===== config.mk =====
export PLATFORM = sky130hd
export DESIGN_NAME = onchip_mem_arbiter_flat
export DESIGN_NICKNAME = d
export VERILOG_FILES = /design/src/rtl/onchip_mem_arbiter_if.sv /design/src/rtl/onchip_mem_arbiter.sv /design/src/flat_wrapper.sv
export SDC_FILE = /design/constraint.sdc
export NUM_CORES = 1
export LEC_CHECK = 0
export ABC_CLOCK_PERIOD_IN_PS = 4970
export CORE_UTILIZATION = 35
export CTS_BUF_LIST = sky130_fd_sc_hd__clkbuf_8
export CTS_CLUSTER_SIZE = 40
export DETAILED_ROUTE_END_ITERATION = 12
export GPL_TIMING_DRIVEN = 0
export PLACE_DENSITY = 0.95
export SLEW_MARGIN = 20
export SYNTH_ARGS = -nofsm -noshare
export SYNTH_HDL_FRONTEND = slang
export SYNTH_SLANG_ARGS = --single-unit

===== constraint.sdc =====
create_clock -name clk -period 4.97 [get_ports clk]
set_input_delay 0.7455 -clock clk [delete_from_list [all_inputs] [get_ports clk]]
set_output_delay 0.7455 -clock clk [all_outputs]
set_load 0.1 [all_outputs]

===== src/rtl/onchip_mem_arbiter_if.sv =====
// Bus bundle between the two requesters (m0 CPU data master, m1 pixel fetcher),
// the arbiter and the single-port on-chip RAM.
interface onchip_mem_arbiter_if;
   // m0: random single-word read/write
   logic [9:0]  m0_address;
   logic [3:0]  m0_byteenable;
   logic        m0_read;
   logic        m0_write;
   logic [31:0] m0_writedata;
   logic        m0_waitrequest;
   logic [31:0] m0_readdata;
   logic        m0_readdatavalid;

   // m1: read-only bursts
   logic [9:0]  m1_address;
   logic [4:0]  m1_burstcount;
   logic        m1_read;
   logic        m1_waitrequest;
   logic [31:0] m1_readdata;
   logic        m1_readdatavalid;

   // RAM s1 side
   logic [9:0]  mem_address;
   logic [3:0]  mem_byteenable;
   logic        mem_chipselect;
   logic        mem_write;
   logic [31:0] mem_writedata;
   logic        mem_clken;
   logic [31:0] mem_readdata;

   // Arbiter view
   modport slave (
      input  m0_address, m0_byteenable, m0_read, m0_write, m0_writedata,
      output m0_waitrequest, m0_readdata, m0_readdatavalid,
      input  m1_address, m1_burstcount, m1_read,
      output m1_waitrequest, m1_readdata, m1_readdatavalid,
      output mem_address, mem_byteenable, mem_chipselect, mem_write, mem_writedata, mem_clken,
      input  mem_readdata
   );

   // Requester/RAM view
   modport master (
      output m0_address, m0_byteenable, m0_read, m0_write, m0_writedata,
      input  m0_waitrequest, m0_readdata, m0_readdatavalid,
      output m1_address, m1_burstcount, m1_read,
      input  m1_waitrequest, m1_readdata, m1_readdatavalid,
      input  mem_address, mem_byteenable, mem_chipselect, mem_write, mem_writedata, mem_clken,
      output mem_readdata
   );
endinterface


===== src/rtl/onchip_mem_arbiter.sv =====
// Two-port arbiter for the 1024x32 single-port on-chip RAM. m0 (CPU) gets
// round-robin fairness against m1 burst starts, and a starvation guard lets it
// steal one slot from a long m1 burst after MAX_WAIT stalled cycles.
module onchip_mem_arbiter #(
   parameter int unsigned MAX_BURST = 16,
   parameter int unsigned MAX_WAIT  = 4
) (
   input logic                 clk,
   input logic                 reset_n,
   onchip_mem_arbiter_if.slave bus
);

   localparam int unsigned     WaitW    = (MAX_WAIT < 1) ? 1 : $clog2(MAX_WAIT + 1);
   localparam logic [WaitW-1:0] WaitMax = WaitW'(MAX_WAIT);
   localparam logic [4:0]      BurstMax = 5'(MAX_BURST);

   typedef enum logic [0:0] {StIdle, StBurst} state_e;

   state_e           state_q, state_d;
   logic [4:0]       remaining_q, remaining_d;
   logic [9:0]       next_addr_q, next_addr_d;
   logic [WaitW-1:0] wait_cnt_q, wait_cnt_d;
   logic             last_grant_q, last_grant_d;  // 1: m1 won last
   logic             rd_valid_q, rd_valid_d;
   logic             rd_tag_q, rd_tag_d;          // 1: read belongs to m1

   logic       req_m0, req_m1;
   logic       grant_m0, grant_m1, burst_issue;
   logic [4:0] burst_len;

   // Effective burst length: 0 means 1, oversize clamps to MAX_BURST
   always_comb begin
      burst_len = bus.m1_burstcount;
      if (bus.m1_burstcount == 5'd0) begin
         burst_len = 5'd1;
      end else if (bus.m1_burstcount > BurstMax) begin
         burst_len = BurstMax;
      end
   end

   // Grant decision: at most one RAM access per cycle, nothing while in reset
   always_comb begin
      grant_m0    = 1'b0;
      grant_m1    = 1'b0;
      burst_issue = 1'b0;
      req_m0      = bus.m0_read | bus.m0_write;
      req_m1      = bus.m1_read;
      if (reset_n) begin
         unique case (state_q)
            StIdle: begin
               if (req_m0 && (!req_m1 || last_grant_q)) begin
                  grant_m0 = 1'b1;
               end else if (req_m1) begin
                  grant_m1 = 1'b1;
               end
            end
            StBurst: begin
               // Starved CPU preempts exactly one burst slot
               if (req_m0 && (wait_cnt_q == WaitMax)) begin
                  grant_m0 = 1'b1;
               end else begin
                  burst_issue = 1'b1;
               end
            end
            default: ;
         endcase
      end
   end

   // Next-state: burst tracking, fairness, starvation counter, read tag
   always_comb begin
      state_d      = state_q;
      remaining_d  = remaining_q;
      next_addr_d  = next_addr_q;
      wait_cnt_d   = wait_cnt_q;
      last_grant_d = last_grant_q;

      if (grant_m0 || grant_m1) begin
         last_grant_d = grant_m1;
      end

      if (grant_m1) begin
         remaining_d = burst_len - 5'd1;
         next_addr_d = bus.m1_address + 10'd1;
         state_d     = (burst_len > 5'd1) ? StBurst : StIdle;
      end

      if (burst_issue) begin
         next_addr_d = next_addr_q + 10'd1;  // wraps 0x3FF -> 0x000
         remaining_d = remaining_q - 5'd1;
         if (remaining_q == 5'd1) begin
            state_d = StIdle;
         end
      end

      if (grant_m0) begin
         wait_cnt_d = '0;
      end else if (req_m0 && reset_n && (wait_cnt_q != WaitMax)) begin
         wait_cnt_d = wait_cnt_q + 1'b1;
      end

      rd_valid_d = (grant_m0 && bus.m0_read) || grant_m1 || burst_issue;
      rd_tag_d   = ~grant_m0;
   end

   // Outputs: granted command steers the RAM port combinationally
   always_comb begin
      bus.m0_waitrequest   = ~grant_m0;
      bus.m1_waitrequest   = ~grant_m1;
      bus.m0_readdata      = bus.mem_readdata;
      bus.m1_readdata      = bus.mem_readdata;
      bus.m0_readdatavalid = rd_valid_q & ~rd_tag_q;
      bus.m1_readdatavalid = rd_valid_q & rd_tag_q;
      bus.mem_clken        = reset_n;
      bus.mem_address      = '0;
      bus.mem_byteenable   = '0;
      bus.mem_chipselect   = 1'b0;
      bus.mem_write        = 1'b0;
      bus.mem_writedata    = '0;
      if (grant_m0) begin
         bus.mem_address    = bus.m0_address;
         bus.mem_byteenable = bus.m0_byteenable;
         bus.mem_chipselect = 1'b1;
         bus.mem_write      = bus.m0_write;
         bus.mem_writedata  = bus.m0_writedata;
      end else if (grant_m1) begin
         bus.mem_address    = bus.m1_address;
         bus.mem_byteenable = 4'hF;
         bus.mem_chipselect = 1'b1;
      end else if (burst_issue) begin
         bus.mem_address    = next_addr_q;
         bus.mem_byteenable = 4'hF;
         bus.mem_chipselect = 1'b1;
      end
   end

   // State registers; reset abandons any burst and drops pending read data
   always_ff @(posedge clk or negedge reset_n) begin
      if (!reset_n) begin
         state_q      <= StIdle;
         remaining_q  <= '0;
         next_addr_q  <= '0;
         wait_cnt_q   <= '0;
         last_grant_q <= 1'b1;
         rd_valid_q   <= 1'b0;
         rd_tag_q     <= 1'b0;
      end else begin
         state_q      <= state_d;
         remaining_q  <= remaining_d;
         next_addr_q  <= next_addr_d;
         wait_cnt_q   <= wait_cnt_d;
         last_grant_q <= last_grant_d;
         rd_valid_q   <= rd_valid_d;
         rd_tag_q     <= rd_tag_d;
      end
   end

endmodule


===== src/flat_wrapper.sv =====
// flat-port wrapper written by rule: the top's interface ports become plain ports
module onchip_mem_arbiter_flat 
#(
   parameter int unsigned MAX_BURST = 16,
   parameter int unsigned MAX_WAIT  = 4
)
  (clk, reset_n, bus_m0_address, bus_m0_byteenable, bus_m0_read, bus_m0_write, bus_m0_writedata, bus_m0_waitrequest, bus_m0_readdata, bus_m0_readdatavalid, bus_m1_address, bus_m1_burstcount, bus_m1_read, bus_m1_waitrequest, bus_m1_readdata, bus_m1_readdatavalid, bus_mem_address, bus_mem_byteenable, bus_mem_chipselect, bus_mem_write, bus_mem_writedata, bus_mem_clken, bus_mem_readdata);
  onchip_mem_arbiter_if bus_i ();
  input logic clk;
  input logic reset_n;
  input wire logic [$bits(bus_i.m0_address)-1:0] bus_m0_address;
  input wire logic [$bits(bus_i.m0_byteenable)-1:0] bus_m0_byteenable;
  input wire logic [$bits(bus_i.m0_read)-1:0] bus_m0_read;
  input wire logic [$bits(bus_i.m0_write)-1:0] bus_m0_write;
  input wire logic [$bits(bus_i.m0_writedata)-1:0] bus_m0_writedata;
  output wire logic [$bits(bus_i.m0_waitrequest)-1:0] bus_m0_waitrequest;
  output wire logic [$bits(bus_i.m0_readdata)-1:0] bus_m0_readdata;
  output wire logic [$bits(bus_i.m0_readdatavalid)-1:0] bus_m0_readdatavalid;
  input wire logic [$bits(bus_i.m1_address)-1:0] bus_m1_address;
  input wire logic [$bits(bus_i.m1_burstcount)-1:0] bus_m1_burstcount;
  input wire logic [$bits(bus_i.m1_read)-1:0] bus_m1_read;
  output wire logic [$bits(bus_i.m1_waitrequest)-1:0] bus_m1_waitrequest;
  output wire logic [$bits(bus_i.m1_readdata)-1:0] bus_m1_readdata;
  output wire logic [$bits(bus_i.m1_readdatavalid)-1:0] bus_m1_readdatavalid;
  output wire logic [$bits(bus_i.mem_address)-1:0] bus_mem_address;
  output wire logic [$bits(bus_i.mem_byteenable)-1:0] bus_mem_byteenable;
  output wire logic [$bits(bus_i.mem_chipselect)-1:0] bus_mem_chipselect;
  output wire logic [$bits(bus_i.mem_write)-1:0] bus_mem_write;
  output wire logic [$bits(bus_i.mem_writedata)-1:0] bus_mem_writedata;
  output wire logic [$bits(bus_i.mem_clken)-1:0] bus_mem_clken;
  input wire logic [$bits(bus_i.mem_readdata)-1:0] bus_mem_readdata;
  assign bus_i.m0_address = bus_m0_address;
  assign bus_i.m0_byteenable = bus_m0_byteenable;
  assign bus_i.m0_read = bus_m0_read;
  assign bus_i.m0_write = bus_m0_write;
  assign bus_i.m0_writedata = bus_m0_writedata;
  assign bus_m0_waitrequest = bus_i.m0_waitrequest;
  assign bus_m0_readdata = bus_i.m0_readdata;
  assign bus_m0_readdatavalid = bus_i.m0_readdatavalid;
  assign bus_i.m1_address = bus_m1_address;
  assign bus_i.m1_burstcount = bus_m1_burstcount;
  assign bus_i.m1_read = bus_m1_read;
  assign bus_m1_waitrequest = bus_i.m1_waitrequest;
  assign bus_m1_readdata = bus_i.m1_readdata;
  assign bus_m1_readdatavalid = bus_i.m1_readdatavalid;
  assign bus_mem_address = bus_i.mem_address;
  assign bus_mem_byteenable = bus_i.mem_byteenable;
  assign bus_mem_chipselect = bus_i.mem_chipselect;
  assign bus_mem_write = bus_i.mem_write;
  assign bus_mem_writedata = bus_i.mem_writedata;
  assign bus_mem_clken = bus_i.mem_clken;
  assign bus_i.mem_readdata = bus_mem_readdata;
  onchip_mem_arbiter #(.MAX_BURST(MAX_BURST), .MAX_WAIT(MAX_WAIT)) u_core (.clk(clk), .reset_n(reset_n), .bus(bus_i));
endmodule

==> impl_metrics.py <==
metrics = {
    "place": {
        "postPlaceCellArea_mm2": 0.00436,
        "dp_hpwl_um": 7340,
        "dp_slack_ns": -0.619,
        "portBuffers": 182,
        "gp_congestion": 0.919,
    },
    "grt": {
        "antenna_found_initial": 0,
        "grt_pass1_vias": 2877,
        "grt_pass1_wl_um": 14300,
        "grt_use_total": 0.242,
        "grt_max_degree": 27,
        "overflow": 0,
    },
    "setup_path": {
        "r2r_slack_ns": 1.83,
        "critPathMaxStageDelay_ns": 1.16,
        "cp.arrival_ns": 4.00,
        "crit_chain": "clkdlybuf4s15_2 -> o21ai_0 -> a211oi_2 -> clkbuf_1 -> and2_1 -> clkdlybuf4s50_1",
        "worst-setup-path-type": "in2out",
        "critPathLaunchType": "input port",
        "cp_data_required_time_ns": 4.22,
        "cp_max_fo": 26,
        "critPathSlowestCell": "clkdlybuf4s50_1",
        "end_kind": "output port",
    },
    "sta": {
        "setup_tns_ns": 0,
        "layout_worst_path_cycle_share": 0.955,
        "setup_viol": 0,
        "timing.final.ws_setup_ns": 0.225,
        "rsz0062_at_grt": "false",
        "fmax_mhz": 211,
        "min_period_ns": 4.75,
        "slew_violations": 0,
        "tightest_slew_ns": 1.07,
        "slew_headroom": 0.288,
        "skew_ns": 0.00652,
        "hold_viol": 0,
    },
    "clock_network": {
        "clk_pin_slew_ns": 0.09,
        "numCtsBuffers": 3,
        "clock_path_buffers": 2,
        "cts_setup_buffers": 0,
        "clkLatencyLatePin_ns": 0.27,
        "cts_resized": 3,
        "cts_root_buffer": "clkbuf_8",
        "cts_hold_buf": 0,
        "cts_tree": "yes",
        "htreeDepth": 1,
        "cts.sinks": 22,
    },
    "detailed_routing": {
        "ant_nets": 0,
        "drt_wl_total_um": 9330,
        "wl_per_cell_um": 16.1,
        "dr.pass1.iters": 7,
        "vias": 2992,
        "via_per_inst": 5.18,
        "drt_iter0_markers": 206,
        "drc": 0,
    },
    "finish": {
        "drive_above_1_share": 0.175,
        "fill_cells": 558,
        "syn_to_final_growth_pct": 81.5,
        "final_cell_area_mm2": 0.00443,
        "antenna_cells": 0,
        "nets": 604,
    },
    "floorplanning": {
        "rows": 30,
        "start_util": 0.361,
        "die_w_um": 85.5,
        "io_pins": 215,
        "die_h_um": 85.5,
        "die_area_mm2": 0.00731,
        "coreArea_mm2": 0.00676,
    },
    "yosys": {
        "yosysTopAreaCell": "dfrtp_1",
        "synth_top_area_frac": 0.215,
        "synthesis.nets": 417,
        "synthTopCellsByArea": "dfrtp_1 (22%), buf_4 (21%), and2_1 (8.7%), a222oi_1 (3.7%), ha_1 (3.6%)",
        "synth_edf_count": 0,
        "async_reset_ff_frac": 1.00,
        "ys_types": 51,
        "synthesis.area_mm2": 0.00244,
        "syn-instance-count": 312,
        "ys_warn_count": 0,
        "avgSynthCellArea_um2": 7.82,
        "synth_ff_type": "dfrtp_1",
        "synth_seq_area_share": 0.226,
        "synth-seq-cells": 22,
    },
    "job": {
        "max_cap_violations": 0,
    },
    "status": {
        "status": "finished clean",
    },
    "min_path": {
        "min_path_type": "reg2reg",
    },
    "power": {
        "peakVddDrop_uv": 461,
        "p_leak_nw": 1.97,
        "power_density_mw_per_mm2": 480,
    },
}
cell usage after synthesis (all sizes together) (2+ instances only):
master  number
buf         75
and2        34
nand2       22
dfrtp       21
nor2        21
inv         19
nand3       11
a21oi        9
a222oi       9
nor3         8
ha           7
o21ai        7
a211oi       5
a21o         5
clkbuf       5
mux2i        4
nand4        4
nor2b        3
o211ai       3
xnor2        3
a211o        2
a311oi       2
a31oi        2
a32o         2
a41oi        2
nand2b       2
o211a        2
o22ai        2
o31a         2
o32ai        2
or2          2
or3          2
xor2         2
routing by layer:
layer,vias to the layer above,GRT usage,part of all wire
met5,-,0,0
li1,1391,-,-
met4,0,0.0470,0.012
met2,190,0.438,0.51
met3,14,0.0366,0.087
met1,1397,0.306,0.40
cell families (layout without fill, tap and decap cells):
| group | count (synthesis) | count (layout) | share of synthesized area |
|---|---|---|---|
| simple gates | 112 | 112 | 0.237 |
| fa+ha+maj | 7 | 7 | 0.0359 |
| buf+inv | 99 | 285 | 0.265 |
| mux | 5 | 5 | 0.0210 |
| xor+xnor | 5 | 5 | 0.0180 |
| flops | 22 | 22 | 0.226 |
| compound gates | 62 | 62 | 0.197 |
worst paths after layout:
| path | startpoint | end | depth (start not counted) |
|---|---|---|---|
| max | reset_n | bus_mem_writedata[5] | 6 |
| min | u_core.last_grant_q | u_core.last_grant_q | 2 |
| max reg2reg | u_core.wait_cnt_q[0] | u_core.next_addr_q[8] | 14 |
| min reg2reg | u_core.last_grant_q | u_core.last_grant_q | 2 |
| max in group asynchronous | reset_n | u_core.wait_cnt_q[1] | 1 |
| min in group asynchronous | reset_n | u_core.next_addr_q[5] | 1 |
state kept, by name, indices dropped and copies added, names as in the netlist:
signal and count:
u_core.rd_tag_q 1, u_core.next_addr_q 10, u_core.last_grant_q 1, u_core.rd_valid_q 1, u_core.remaining_q 5, u_core.state_q 1, u_core.wait_cnt_q 3
cell usage in the layout, fill, tap and decap left out, drive strengths merged, types with 3 or more instances in the layout:
cell | Yosys | routed
a211oi | 5 | 5
a21o | 5 | 5
a21oi | 9 | 9
a222oi | 9 | 9
and2 | 34 | 34
buf | 75 | 75
clkbuf | 5 | 9
clkdlybuf4s50 | 0 | 177
dfrtp | 21 | 21
dlymetal6s2s | 0 | 4
ha | 7 | 7
inv | 19 | 19
mux2i | 4 | 4
nand2 | 22 | 22
nand3 | 11 | 11
nand4 | 4 | 4
nor2 | 21 | 21
nor2b | 3 | 3
nor3 | 8 | 8
o211ai | 3 | 3
o21ai | 7 | 7
xnor2 | 3 | 3
cell type report:
| type | instances | area (µm²) | share of cell area |
|---|---|---|---|
| timing repair buffer | 182 | 1830 | 0.414 |
| multi-input combinational | 191 | 1240 | 0.281 |
| buffer | 80 | 574 | 0.130 |
| sequential | 22 | 552 | 0.125 |
| tap | 80 | 100 | 0.0226 |
| inverter | 19 | 71.3 | 0.0161 |
| clock buffer | 4 | 55.1 | 0.0124 |
worst max-delay path, delay by kind of cell:
family | cells | cell delay [ns]
buf+inv | 3 | 2.14
compound gates | 2 | 0.90
simple gates | 1 | 0.19
through the flow:
step	power, mW	cells	hold slack [ns]	util
3_5_place_dp	1.97	574	0.500	0.646
5_1_grt	2.20	578	0.530	0.655
4_1_cts	2.11	578	0.512	0.654
3_3_place_gp	1.95	574	0.481	0.646
2_1_floorplan	1.58	312	0.450	-
6_report	2.12	578	0.514	0.655
power breakdown:
| group | switching [mW] | internal (mW) |
|---|---|---|
| combinational | 1.18 | 0.465 |
| sequential | 0.0818 | 0.254 |
| clock | 0.0678 | 0.0708 |
| total | 1.33 | 0.789 |
No activity file was read; power rests on OpenSTA's default activity.
